## src/rtl/mem_stage_ctrl.sv

```systemverilog
// -----------------------------------------------------------------------------
// mem_stage_ctrl
// Pipeline MEM stage. Consumes the execute-stage outputs, runs one req/ack
// data-RAM transaction per load/store, aligns and extends load data and
// registers the result toward write-back. Upstream is stalled while a RAM
// transaction is outstanding.
//
// Ports
//   clk, rst                 clock (rising edge), async active-high reset
//   mem_read_flag            instruction is a load
//   mem_write_flag           instruction is a store
//   mem_sign_ext_flag        sign-extend load data (0 = zero-extend)
//   mem_sel[3:0]             size mask, lane-0 form (0001/0011/1111)
//   mem_write_data[31:0]     right-aligned store data
//   result[31:0]             ALU result / byte address
//   reg_write_en             instruction writes the register file
//   reg_write_addr[4:0]      destination register
//   current_pc_addr[31:0]    instruction PC
//   ram_req/ram_we/ram_addr/ram_write_data   RAM request side
//   ram_ack/ram_read_data    RAM response side
//   mem_stall                combinational upstream hold
//   mem_error                one-cycle pulse: misaligned or timed-out access
//   wb_result/wb_reg_write_en/wb_reg_write_addr/wb_pc   registered WB outputs
// -----------------------------------------------------------------------------
module mem_stage_ctrl #(
  parameter int TIMEOUT_CYCLES = 255,
  parameter int CNT_WIDTH      = 8
) (
  input  logic        clk,
  input  logic        rst,
  input  logic        mem_read_flag,
  input  logic        mem_write_flag,
  input  logic        mem_sign_ext_flag,
  input  logic [3:0]  mem_sel,
  input  logic [31:0] mem_write_data,
  input  logic [31:0] result,
  input  logic        reg_write_en,
  input  logic [4:0]  reg_write_addr,
  input  logic [31:0] current_pc_addr,
  output logic        ram_req,
  output logic [3:0]  ram_we,
  output logic [31:0] ram_addr,
  output logic [31:0] ram_write_data,
  input  logic        ram_ack,
  input  logic [31:0] ram_read_data,
  output logic        mem_stall,
  output logic        mem_error,
  output logic [31:0] wb_result,
  output logic        wb_reg_write_en,
  output logic [4:0]  wb_reg_write_addr,
  output logic [31:0] wb_pc
);

  typedef enum logic [1:0] {
    ST_IDLE = 2'd0,
    ST_BUSY = 2'd1,
    ST_DONE = 2'd2
  } state_t;

  // Last counter value before the access is abandoned.
  localparam logic [CNT_WIDTH-1:0] CNT_LAST = CNT_WIDTH'(TIMEOUT_CYCLES - 1);

  state_t state_q, state_d;

  logic [CNT_WIDTH-1:0] cnt_q;
  logic        ram_req_q;
  logic [3:0]  ram_we_q;
  logic [31:0] ram_addr_q;
  logic [31:0] ram_wdata_q;
  logic        sign_ext_q;
  logic [1:0]  lane_q;
  logic [3:0]  mask_q;
  logic        is_load_q;
  logic        rwe_q;
  logic [4:0]  rwa_q;
  logic [31:0] pc_q;
  logic        mem_error_q;
  logic [31:0] wb_result_q;
  logic        wb_we_q;
  logic [4:0]  wb_addr_q;
  logic [31:0] wb_pc_q;

  logic        mem_op_s;
  logic        is_load_s;
  logic [1:0]  lane_s;
  logic        misaligned_s;
  logic        timeout_s;
  logic [7:0]  we_wide_s;
  logic [3:0]  ram_we_s;
  logic        mem_stall_s;

  // Replicate right-aligned store data across every lane it may land in.
  function automatic logic [31:0] replicate_store(input logic [3:0] mask,
                                                  input logic [31:0] data);
    logic [31:0] r;
    case (mask)
      4'b0001: r = {4{data[7:0]}};
      4'b0011: r = {2{data[15:0]}};
      default: r = data;
    endcase
    return r;
  endfunction

  // Pick the addressed byte/half out of the read word and extend it.
  function automatic logic [31:0] format_load(input logic [31:0] rd,
                                              input logic [1:0]  lane,
                                              input logic [3:0]  mask,
                                              input logic        sx);
    logic [7:0]  b;
    logic [15:0] h;
    logic [31:0] r;
    b = rd[{lane, 3'b000} +: 8];
    h = lane[1] ? rd[31:16] : rd[15:0];
    case (mask)
      4'b1111: r = rd;
      4'b0011: r = {{16{sx & h[15]}}, h};
      default: r = {{24{sx & b[7]}}, b};
    endcase
    return r;
  endfunction

  assign mem_op_s     = mem_read_flag | mem_write_flag;
  // A store flag takes precedence; only a pure read is treated as a load.
  assign is_load_s    = mem_read_flag & ~mem_write_flag;
  assign lane_s       = result[1:0];
  assign misaligned_s = ((mem_sel == 4'b0011) && lane_s[0]) ||
                        ((mem_sel == 4'b1111) && (lane_s != 2'b00));
  // ack on the final cycle still completes the access.
  assign timeout_s    = ~ram_ack && (cnt_q == CNT_LAST);
  assign we_wide_s    = {4'b0000, mem_sel} << lane_s;
  assign ram_we_s     = mem_write_flag ? we_wide_s[3:0] : 4'b0000;

  // State register.
  always_ff @(posedge clk or posedge rst) begin
    if (rst) begin
      state_q <= ST_IDLE;
    end else begin
      state_q <= state_d;
    end
  end

  // Next-state logic.
  always_comb begin
    state_d = state_q;
    case (state_q)
      ST_IDLE: begin
        if (mem_op_s && !misaligned_s) begin
          state_d = ST_BUSY;
        end else begin
          state_d = ST_IDLE;
        end
      end
      ST_BUSY: begin
        if (ram_ack || timeout_s) begin
          state_d = ST_DONE;
        end else begin
          state_d = ST_BUSY;
        end
      end
      ST_DONE: state_d = ST_IDLE;
      default: state_d = ST_IDLE;
    endcase
  end

  // Upstream stall: aligned memory op waiting to launch, or RAM outstanding.
  always_comb begin
    mem_stall_s = 1'b0;
    case (state_q)
      ST_IDLE: begin
        if (mem_op_s && !misaligned_s) begin
          mem_stall_s = 1'b1;
        end else begin
          mem_stall_s = 1'b0;
        end
      end
      ST_BUSY: mem_stall_s = 1'b1;
      ST_DONE: mem_stall_s = 1'b0;
      default: mem_stall_s = 1'b0;
    endcase
  end

  // Datapath: RAM request registers, timeout counter, error pulse, WB outputs.
  always_ff @(posedge clk or posedge rst) begin
    if (rst) begin
      cnt_q       <= '0;
      ram_req_q   <= 1'b0;
      ram_we_q    <= 4'b0000;
      ram_addr_q  <= 32'h0000_0000;
      ram_wdata_q <= 32'h0000_0000;
      sign_ext_q  <= 1'b0;
      lane_q      <= 2'b00;
      mask_q      <= 4'b0000;
      is_load_q   <= 1'b0;
      rwe_q       <= 1'b0;
      rwa_q       <= 5'd0;
      pc_q        <= 32'h0000_0000;
      mem_error_q <= 1'b0;
      wb_result_q <= 32'h0000_0000;
      wb_we_q     <= 1'b0;
      wb_addr_q   <= 5'd0;
      wb_pc_q     <= 32'h0000_0000;
    end else begin
      mem_error_q <= 1'b0;
      case (state_q)
        ST_IDLE: begin
          if (!mem_op_s) begin
            wb_result_q <= result;
            wb_we_q     <= reg_write_en;
            wb_addr_q   <= reg_write_addr;
            wb_pc_q     <= current_pc_addr;
          end else if (misaligned_s) begin
            // Dropped instruction: flag it and write nothing.
            mem_error_q <= 1'b1;
            wb_we_q     <= 1'b0;
          end else begin
            ram_req_q   <= 1'b1;
            ram_we_q    <= ram_we_s;
            ram_addr_q  <= {result[31:2], 2'b00};
            ram_wdata_q <= replicate_store(mem_sel, mem_write_data);
            sign_ext_q  <= mem_sign_ext_flag;
            lane_q      <= lane_s;
            mask_q      <= mem_sel;
            is_load_q   <= is_load_s;
            rwe_q       <= reg_write_en;
            rwa_q       <= reg_write_addr;
            pc_q        <= current_pc_addr;
            cnt_q       <= '0;
            wb_we_q     <= 1'b0;
          end
        end
        ST_BUSY: begin
          if (ram_ack) begin
            ram_req_q   <= 1'b0;
            cnt_q       <= '0;
            wb_result_q <= format_load(ram_read_data, lane_q, mask_q, sign_ext_q);
            wb_we_q     <= is_load_q & rwe_q;
            wb_addr_q   <= rwa_q;
            wb_pc_q     <= pc_q;
          end else if (timeout_s) begin
            ram_req_q   <= 1'b0;
            cnt_q       <= '0;
            mem_error_q <= 1'b1;
            wb_we_q     <= 1'b0;
          end else begin
            cnt_q <= cnt_q + 1'b1;
          end
        end
        ST_DONE: begin
          // Inputs still show the instruction that just completed.
          wb_we_q <= 1'b0;
        end
        default: begin
          ram_req_q <= 1'b0;
          wb_we_q   <= 1'b0;
        end
      endcase
    end
  end

  assign ram_req           = ram_req_q;
  assign ram_we            = ram_we_q;
  assign ram_addr          = ram_addr_q;
  assign ram_write_data    = ram_wdata_q;
  assign mem_stall         = mem_stall_s;
  assign mem_error         = mem_error_q;
  assign wb_result         = wb_result_q;
  assign wb_reg_write_en   = wb_we_q;
  assign wb_reg_write_addr = wb_addr_q;
  assign wb_pc             = wb_pc_q;

endmodule
```

## config.mk

```make
export PLATFORM = sky130hd
export DESIGN_NAME = mem_stage_ctrl
export DESIGN_NICKNAME = d
export VERILOG_FILES = /design/src/rtl/mem_stage_ctrl.sv
export SDC_FILE = /design/constraint.sdc
export NUM_CORES = 1
export LEC_CHECK = 0
export CORE_ASPECT_RATIO = 1.5
export CORE_MARGIN = 10
export CORE_UTILIZATION = 30
export CTS_BUF_LIST = sky130_fd_sc_hd__clkbuf_16
export DETAILED_ROUTE_END_ITERATION = 7
export REMOVE_ABC_BUFFERS = 1
export SYNTH_ARGS = -nofsm -noshare
export SYNTH_HDL_FRONTEND = slang
export SYNTH_SLANG_ARGS = --single-unit
```

## constraint.sdc

```tcl
create_clock -name clk -period 9 [get_ports clk]
set_input_delay 1.8 -clock clk [delete_from_list [all_inputs] [get_ports clk]]
set_output_delay 1.8 -clock clk [all_outputs]
set_load 0.005 [all_outputs]
```

* After elaboration in Yosys (flattened, before gate mapping) *
Index checks and enable logic that the tools add are counted.

operators by class
  add/subtract/negate cells = 1
  equality and inequality tests = 13
  shifts and indexed selects = 2
  muxes and demuxes = 36
  bitwise logic cells = 9
  reductions and logical operators = 14

operator list
  operator               count
  $pmux W32 S2           4
  $mux W32               4
  $mux W8                4
  $shiftx A32 B6 Y8      1
  $mux W16               1
  $pmux W8 S2            1
  $mux W1                12
  $mux W5                2
  $pmux W5 S2            1
  $reduce_and A3 Y1      3
  $add A8 B1 Y8 const B  1
  $eq A4 B2 Y1 const B   2
  $eq A4 B4 Y1 const B   2
  $eq A8 B8 Y1 const B   1
  $ne A2 B2 Y1 const B   4
  $pmux W1 S2            3
  $and A1 B1 Y1          4
  $eq A4 B1 Y1 const B   1
  $logic_and A1 B1 Y1    4
  $mux W4                1
  $not A1 Y1             4
  $pmux W2 S2            1
  $reduce_and A4 Y1      1
  $reduce_bool A2 Y1     2
  other kinds (10)       11

word-level totals
  bits in registers = 194
  bits of input ports = 144
  word-level logic and storage cells = 93

* Logic depth before layout (Yosys ltp) *
Gate-level depths: netlist (run 1).

  depth in word-level cells = 7
  gate-level depth with buffers = 7

* Least setup slack after synthesis (run 1) *
OpenSTA, ideal clock, no wires.

  path kind = input port to output port
  start point = input result[1]
  end point = output mem_stall
  arrival time = 2.879 ns
  data required time = 7.200 ns
  path slack = 4.321 ns
  stages on the path = 5
  buffers on the path = 1
  path through = buf_2 -> and3_1 -> a221oi_4 -> a21oi_1 -> inv_1

between the ends
  word-level cells in the longest chain between the ends = 7

ends and longest elaborated chain
  item                 RTL line  source
  from (decl)          36        input logic [31:0] result,
  $reduce_bool A2 Y1   127       ((mem_sel == 4'b1111) && (lane_s != 2'b00));
  $logic_and A1 B1 Y1  127
  $logic_or A1 B1 Y1   126       assign misaligned_s = ((mem_sel == 4'b0011) && lane_s[0]) ||
  $logic_not A1 Y1     170       if (mem_op_s && !misaligned_s) begin
  $logic_and A1 B1 Y1  170
  $mux W1              170
  $pmux W1 S2          168       case (state_q)
  to (decl)            46        output logic mem_stall,

No other way between the ends.

* Final worst setup path (run 1) *
  start point = input result[0]
  end point = output mem_stall

between the ends
  word-level cells in the longest chain between the ends = 7

ends and longest elaborated chain
  item                   RTL line
  $reduce_bool A2 Y1     127
  $logic_and A1 B1 Y1    127
  $logic_or A1 B1 Y1 *   126
  $logic_not A1 Y1 *     170
  $logic_and A1 B1 Y1 *  170
  $mux W1 *              170
  $pmux W1 S2 *          168

Every way passes the cells marked *; elsewhere a longest branch is shown, timed or not.

==> results of run 1 <==
==> placed cells by master, fill, tap and decap left out, types with 13 or more instances in the layout <==
master           instances
clkdlybuf4s50_1        282
dfrtp_1                194
nand2_1                112
mux2_2                  81
a31oi_1                 70
nor2_1                  64
mux2i_1                 50
a21oi_1                 35
nor4_1                  18
clkbuf_16               17
o21bai_1                16
buf_4                   14
inv_1                   13
nor3_1                  13
==> routing by layer <==
layer  vias to the layer above  GRT usage [%]
li1                       3507              -
met2                       241           27.6
met5                         -              0
met4                         0           4.42
met3                        24           5.23
met1                      3703           18.8
==> path summary, 6_finish.rpt <==
kind                              from      endpoint  slack [ns]  depth (start not counted)
setup reg to reg            state_q[0]  ram_addr[12]        6.07                          6
hold / removal             ram_addr[2]   ram_addr[2]        0.50                          1
max in group asynchronous          rst     mask_q[0]        5.48                          3
hold reg to reg            ram_addr[2]   ram_addr[2]        0.50                          1
setup / recovery             result[0]     mem_stall        2.93                          7
min in group asynchronous          rst     wb_pc[18]        1.91                          2
==> logic make-up after synthesis <==
kind of cell | after synthesis | synth area share (%)
flops | 194 | 53.5
other cells | 1 | 0.0413
mux | 141 | 17.3
simple gates | 239 | 11.7
buf+inv | 80 | 3.76
compound gates | 175 | 13.1
xor+xnor | 3 | 0.290
fa+ha+maj | 2 | 0.276
==> layout make-up <==
cell class                 instances  area, µm²
tap                              395        494
clock inverter                    15        110
timing repair buffer             296       2930
sequential                       194       4850
inverter                          13       56.3
fill                            2941      16900
multi-input combinational        562       3920
clock buffer                      17        425
==> per-stage QoR <==
stage | total power [mW] | instances | setup WS (ns)
floorplan | 2.53 | 769 | 0.953
global placement | 3.56 | 1460 | 2.94
detailed placement | 3.59 | 1460 | 2.88
CTS | 4.33 | 1492 | 2.87
global route | 4.57 | 1492 | 2.69
finish | 4.25 | 1492 | 2.93
==> where the power goes <==
part	internal [mW]	switching, mW
clock	0.355	0.362
combinational	1.09	0.905
sequential	1.30	0.243
total	2.74	1.51
==> sequential cells by signal (all words and copies together) (netlist names), 4 cells and up <==
signal / count
wb_reg_write_addr: 5
cnt_q: 8
ram_addr: 30
ram_we: 4
ram_write_data: 32
rwa_q: 5
pc_q: 32
wb_result: 32
mask_q: 4
wb_pc: 32
==> impl_metrics.py, run 1 <==
metrics = {
    "finish": {
        "drive_above_1_share_pct": 13.6,
        "finalInstanceArea_mm2": 0.0128,
        "antenna_cells": 0,
        "utilization_pct": 43.1,
        "fin_nets": 1230,
        "syn_to_final_growth_pct": 40.9,
    },
    "timing": {
        "slew_viol_final": 0,
        "setup_violations": 0,
        "holdWs_ns": 0.505,
        "fmax_mhz": 165,
        "rsz0062_at_grt": "no",
        "finClkSkew_ns": 0.0105,
        "max_slew_margin_pct": 19.4,
        "fin_crit_ns": 6.07,
        "final_hold_viol_count": 0,
        "setup_tns_ns": 0,
        "period_share_pct": 67.5,
        "tightestPinTransition_ns": 1.21,
    },
    "routing": {
        "wl_mm": 30.4,
        "wire_per_inst_um": 20.4,
        "drcViolationCount": 0,
        "viasPerCell": 5.01,
        "firstDrtPassIters": 4,
        "drt-met1-wl_mm": 12.2,
        "via_count": 7475,
        "wl_met2_mm": 15.5,
        "drtIter0Drc": 346,
        "highest_layer": "met4",
        "final_antenna_net_count": 0,
        "dr_wl_met3_mm": 2.21,
    },
    "clocking": {
        "cts-resized-gates": 0,
        "cts_setup_buffers": 0,
        "clk_latency_ns": 0.45,
        "cts.path.max_buffers": 2,
        "cts_tree": "yes",
        "ctsHoldBuffers": 0,
        "clkSlewWorstSetupHoldPaths_ns": 0.07,
        "clock_sinks": 194,
        "cts_made_buffers": 17,
        "cts_root_buffer": "clkbuf_16",
        "h-tree-depth": 4,
    },
    "logic_synthesis": {
        "synth_area_mm2": 0.00907,
        "synth_top_flop_cell": "dfrtp_1",
        "ys_seq_area_share_pct": 53.5,
        "synth_edf_count": 0,
        "syn-mean-instance-area_um2": 10.9,
        "yosysWarningCount": 0,
        "post-synth-top-area-fraction_pct": 53.5,
        "ys_top_cells_by_area": "dfrtp_1, mux2_2, mux2i_1",
        "synth-async-reset-ratio_pct": 100,
        "synth_top_area_cell": "dfrtp_1",
        "synthCells": 835,
        "ys_types": 56,
        "yosysMostFrequentCell": "dfrtp_1",
        "netlist_top_cells_count": "dfrtp_1, nand2_1, mux2_2",
        "ys_ff_latch": 194,
    },
    "grt": {
        "grt_antenna_before_repair": 0,
        "grt_pass1_vias": 7720,
        "grt_first_pass_wirelength_mm": 47.3,
        "grt_overflow": 0,
        "grt_usage_pct": 16.1,
        "grt_max_degree": 124,
    },
    "floorplan": {
        "chipWidth_um": 162,
        "initial_utilization_pct": 30.6,
        "die_area_mm2": 0.0377,
        "die_h_um": 233,
        "rows": 77,
        "io_pins": 285,
        "core_area_mm2": 0.0297,
    },
    "place": {
        "globalplace.congestion": 0.769,
        "dpl.hpwl_mm": 21.8,
        "portBuffers": 282,
        "place_area_mm2": 0.0122,
    },
    "power_and_ir_drop": {
        "p_per_area_mw_per_mm2": 332,
        "irDropWorstVdd_mv": 0.133,
        "power_leakage_nw": 5.23,
    },
    "critical_path": {
        "critPathMaxFanout": 35,
        "crit_arrival_ns": 4.27,
        "critPathTopFamily": "buffers and inverters",
        "cp_cell_sequence": "clkdlybuf4s50_1 -> and3_1 -> a221oi_4 -> buf_4 -> a21oi_1 -> inv_1 -> clkdlybuf4s50_1",
        "crit_top_cell": "clkdlybuf4s50_1",
        "startpoint_type": "input port",
        "cp_num_buf_inv": 4,
        "endpoint_kind": "primary output",
        "critical_path_class": "input port to primary output",
        "critPathSlowestCell": "clkdlybuf4s50_1",
        "cp.required_ns": 7.20,
        "slowest_delay_ns": 0.70,
    },
    "job": {
        "maxCapViolCount": 0,
    },
    "outcome": {
        "outcome": "finished, final reports clean",
    },
    "min_path": {
        "hp-class": "flip-flop to flip-flop",
    },
}
(Power assumes the default switching activity.)
==> inputs of run 2 (changes only) <==
==> constraint.sdc (replaced) <==
create_clock -name clk -period 6.1 [get_ports clk]
set_input_delay 1.22 -clock clk [delete_from_list [all_inputs] [get_ports clk]]
set_output_delay 1.22 -clock clk [all_outputs]
set_load 0.005 [all_outputs]
==> impl_metrics.py, run 2 (synthesis gave the netlist of run 1 again) <==
metrics = {
    "outcome": {
        "outcome": "finished, final reports clean",
    },
    "critical_path": {
        "crit_arrival_ns": 3.42,
        "crit_top_cell": "clkdlybuf4s50_1",
        "cp_cell_sequence": "clkdlybuf4s50_1 -> and3_1 -> a221oi_4 -> a21oi_1 -> inv_1 -> clkdlybuf4s50_1",
        "endpoint_kind": "primary output",
        "critPathMaxFanout": 8,
        "critPathSlowestCell": "clkdlybuf4s50_1",
        "slowest_delay_ns": 0.72,
        "cp.required_ns": 4.88,
        "critical_path_class": "input port to primary output",
        "startpoint_type": "input port",
    },
    "finish": {
        "syn_to_final_growth_pct": 41.5,
        "layout.cells.most_common_list": "clkdlybuf4s50_1, dfrtp_1, nand2_1",
        "finalInstanceArea_mm2": 0.0128,
        "drive_above_1_share_pct": 13.5,
        "fin_nets": 1229,
        "multi_input_area_mm2": 0.00392,
        "fill_cells": 2953,
        "layout_commonest_cell": "clkdlybuf4s50_1",
        "utilization_pct": 43.3,
        "antenna_cells": 0,
        "seqCellArea_mm2": 0.00485,
    },
    "place": {
        "post-place-ws_ns": 1.42,
        "dpl.hpwl_mm": 21.9,
        "globalplace.congestion": 0.786,
        "portBuffers": 282,
        "place_area_mm2": 0.0123,
    },
    "routing": {
        "viasPerCell": 4.94,
        "drcViolationCount": 0,
        "wire_per_inst_um": 20.3,
        "firstDrtPassIters": 5,
        "final_antenna_net_count": 0,
        "wl_mm": 30.3,
        "drtIter0Drc": 308,
        "via_count": 7370,
    },
    "clocking": {
        "clock_sinks": 194,
        "cts_setup_buffers": 0,
        "ctsHoldBuffers": 0,
        "cts_root_buffer": "clkbuf_16",
        "clkSlewWorstSetupHoldPaths_ns": 0.07,
        "h-tree-depth": 4,
        "clk_latency_ns": 0.46,
        "cts-resized-gates": 0,
        "cts_made_buffers": 17,
        "cts_tree": "yes",
        "cts.path.max_buffers": 2,
    },
    "grt": {
        "grt_pass1_vias": 7612,
        "grt_overflow": 0,
        "grt_first_pass_wirelength_mm": 46.9,
        "grt_usage_pct": 16.0,
        "grt_antenna_before_repair": 0,
        "grt_max_degree": 139,
    },
    "power_and_ir_drop": {
        "p_per_area_mw_per_mm2": 495,
        "total_power_mw": 6.36,
        "power_leakage_nw": 5.26,
        "irDropWorstVdd_mv": 0.194,
    },
    "floorplan": {
        "rows": 77,
        "core_area_mm2": 0.0297,
        "initial_utilization_pct": 30.6,
        "io_pins": 285,
        "die_area_mm2": 0.0377,
        "die_h_um": 233,
        "chipWidth_um": 162,
    },
    "job": {
        "maxCapViolCount": 0,
    },
    "timing": {
        "period_share_pct": 76.1,
        "holdWs_ns": 0.505,
        "slew_viol_final": 0,
        "final_hold_viol_count": 0,
        "max_slew_margin_pct": 16.5,
        "finClkSkew_ns": 0.0123,
        "rsz0062_at_grt": "no",
        "tightestPinTransition_ns": 1.25,
        "fin_crit_ns": 4.64,
        "fmax_mhz": 215,
        "setup_violations": 0,
        "setup_slack_ns": 1.46,
    },
    "min_path": {
        "hp-class": "flip-flop to flip-flop",
    },
}
[run 2: changes by cell type in the layout (fill, tap and decap cells not counted), sizes merged]
cell      delta
buf          -1
clkinvlp     -4
clkinv       +1
inv          +2
bufinv       +1
[run 2: through the flow]
stage               std cells  setup TNS, ns
detailed placement       1459              0
floorplan                 769        -148.68
global route             1491              0
global placement         1459              0
finish                   1491              0
CTS                      1491              0
[run 2: worst paths after layout]
| kind | slack (ns) | start | cells after the start | end |
|---|---|---|---|---|
| min in group asynchronous | 1.37 | rst | 2 | pc_q[18] |
| max | 1.46 | result[0] | 6 | mem_stall |
| max in group asynchronous | 3.71 | rst | 3 | mask_q[0] |
| min | 0.51 | rwa_q[3] | 1 | rwa_q[3] |
| max reg2reg | 3.08 | state_q[0] | 6 | wb_result[21] |
| min reg2reg | 0.51 | rwa_q[3] | 1 | rwa_q[3] |
[run 2: report_power, final]
part           leakage, nW  total (mW)  switching, mW  internal (mW)
Sequential            2.25        2.30          0.391           1.91
Clock                0.279        1.13          0.552          0.576
Combinational         2.74        2.93           1.31           1.62
[run 2: layout make-up]
cell class              instances  area share, %
clock buffers                  17           3.31
repair buffers                295           22.9
well taps                     395           3.85
multi-input cells             562           30.5
flip-flops and latches        194           37.8
clock inverters                15           1.17
inverters                      13          0.438
[run 2: critical path: cells and delay by family]
family	cells	cell delay, ns
AOI/OAI and AO/OA	2	0.57
buffers and inverters	3	1.33
and+or+nand+nor	1	0.30
[run 2: routing by layer]
layer / track usage, % / vias to the layer above / part of all wire [%]
met1: 18.9 / 3606 / 41
li1: - / 3508 / -
met3: 4.95 / 30 / 7.4
met4: 5.96 / 0 / 2.3
met5: 0 / - / 0
met2: 26.7 / 226 / 49
==> inputs of run 3 (changes only) <==
==> constraint.sdc (replaced) <==
create_clock -name clk -period 3.8 [get_ports clk]
set_input_delay 0.76 -clock clk [delete_from_list [all_inputs] [get_ports clk]]
set_output_delay 0.76 -clock clk [all_outputs]
set_load 0.005 [all_outputs]
==> impl_metrics.py, run 3 (synthesis gave the netlist of run 1 again) <==
metrics = {
    "timing": {
        "fmax_mhz": 295,
        "setup_slack_ns": 0.414,
        "setup_tns_ns": 0,
        "tightestPinTransition_ns": 0.733,
        "fin_crit_ns": 3.39,
        "slew_viol_final": 0,
        "max_slew_margin_pct": 50.8,
        "finClkSkew_ns": 0.0112,
        "rsz0062_at_grt": "no",
        "final_hold_viol_count": 0,
        "setup_violations": 0,
        "period_share_pct": 89.1,
    },
    "place": {
        "place_area_mm2": 0.0124,
        "place_inst": 1474,
        "dpl.hpwl_mm": 22.9,
        "post-place-ws_ns": 0.383,
        "globalplace.congestion": 0.793,
        "portBuffers": 282,
    },
    "min_path": {
        "hp-class": "flip-flop to flip-flop",
        "worstHoldEndpoint": "ram_we[2]",
        "whs_path_depth": 1,
        "min_from": "ram_we[2]",
    },
    "clocking": {
        "cts_root_buffer": "clkbuf_16",
        "cts_setup_buffers": 0,
        "clock_sinks": 194,
        "ctsHoldBuffers": 0,
        "cts-resized-gates": 0,
        "cts.path.max_buffers": 2,
        "cts_made_buffers": 17,
        "clkSlewWorstSetupHoldPaths_ns": 0.08,
        "clk_latency_ns": 0.45,
        "cts_tree": "yes",
        "h-tree-depth": 4,
    },
    "routing": {
        "via_count": 7433,
        "drcViolationCount": 0,
        "final_antenna_net_count": 0,
        "wire_per_inst_um": 20.4,
        "viasPerCell": 4.94,
        "drtIter0Drc": 355,
        "wl_mm": 30.8,
        "firstDrtPassIters": 4,
    },
    "grt": {
        "grt_first_pass_wirelength_mm": 47.0,
        "grt_max_degree": 74,
        "grt_pass1_vias": 7713,
        "grt_overflow": 0,
        "grt_antenna_before_repair": 0,
        "grt_usage_pct": 16.1,
    },
    "finish": {
        "layout.cells.most_common_list": "clkdlybuf4s50_1, dfrtp_1, nand2_1",
        "fill_cells": 2915,
        "finalInstanceArea_mm2": 0.0130,
        "fin_cells": 1505,
        "syn_to_final_growth_pct": 43.0,
        "antenna_cells": 0,
        "fin_nets": 1244,
        "drive_above_1_share_pct": 14.7,
        "layout_commonest_cell": "clkdlybuf4s50_1",
    },
    "floorplan": {
        "initial_utilization_pct": 30.6,
        "die_area_mm2": 0.0377,
        "core_area_mm2": 0.0297,
        "chipWidth_um": 162,
        "rows": 77,
        "die_h_um": 233,
        "io_pins": 285,
    },
    "power_and_ir_drop": {
        "total_power_mw": 10.3,
        "p_sw_share_pct": 35.4,
        "power.switching_mw": 3.64,
        "irDropWorstVdd_mv": 0.317,
        "pwr-share-comb_pct": 46.7,
        "pwr-share-seq_pct": 35.7,
        "power_frac_clock_pct": 17.6,
        "internal_power_mw": 6.64,
        "p_per_area_mw_per_mm2": 792,
        "power_leakage_nw": 5.34,
    },
    "critical_path": {
        "critical_path_class": "input port to primary output",
        "reg2reg_to": "wb_result[4]",
        "crit_arrival_ns": 2.63,
        "cp.required_ns": 3.04,
        "startpoint_type": "input port",
        "r2r-start": "mask_q[2]",
        "critPathMaxFanout": 6,
        "endpoint_kind": "primary output",
        "ff2ff_path_depth": 5,
        "r2r_slack_ns": 1.56,
    },
    "outcome": {
        "outcome": "finished, final reports clean",
    },
    "job": {
        "maxCapViolCount": 0,
    },
}
-- run 3: changes by cell type in the layout (fill, tap and decap cells not counted) --
cell,change
buf_4,+13
clkinv_4,+3
clkinv_1,-1
buf_12,+2
clkinv_2,-1
inv_6,-2
-- run 3: power groups by stage --
| stage | clock (mW) | combinational, mW | sequential, mW |
|---|---|---|---|
| after floorplan | 0 | 2.26 | 3.72 |
| after global routing | 1.95 | 5.26 | 3.80 |
| after detailed placement | 0 | 4.91 | 3.70 |
| after CTS | 1.87 | 4.92 | 3.67 |
| final | 1.81 | 4.80 | 3.67 |
| after global placement | 0 | 4.85 | 3.67 |
-- run 3: layout make-up --
| cell class | instances | area [µm²] | share of cell area, % |
|---|---|---|---|
| Sequential cell | 194 | 4850 | 37.4 |
| Tap cell | 395 | 494 | 3.81 |
| Timing Repair Buffer | 310 | 3080 | 23.8 |
| Inverter | 13 | 56.3 | 0.434 |
| Multi-Input combinational cell | 562 | 3920 | 30.2 |
| Clock buffer | 17 | 425 | 3.28 |
| Clock inverter | 14 | 150 | 1.16 |
-- run 3: per-stage QoR --
stage	hold WS, ns	util, %
after global routing	0.518	43.7
after CTS	0.505	43.7
after detailed placement	0.491	41.8
final	0.501	43.7
after floorplan	0.478	-
after global placement	0.487	41.8
-- run 3: how the worst max path moves through the flow --
stage                             start       endpoint  slack, ns  cells past startpoint
final                        mem_sel[2]      mem_stall       0.41                      6
after global routing         mem_sel[2]      mem_stall       0.31                      6
after CTS                    mem_sel[2]      mem_stall       0.38                      6
after detailed placement     mem_sel[2]      mem_stall       0.38                      6
after global placement       mem_sel[2]      mem_stall       0.39                      6
after floorplan           mem_read_flag  wb_result[15]      -3.21                      3
-- run 3: critical path, stage by stage --
cell and delay [ns]:
clkdlybuf4s50_1 0.54, and3_1 0.28, a221oi_4 0.31, a21oi_1 0.13, inv_1 0.08, clkdlybuf4s50_1 0.53
-- run 3: metal layers --
metal	vias to the layer above	share of wire [%]	GRT usage, %
met5	-	0	0
met4	0	2.2	6.07
met3	25	6.6	4.97
met2	222	51	27.6
met1	3662	41	18.3
li1	3524	-	-
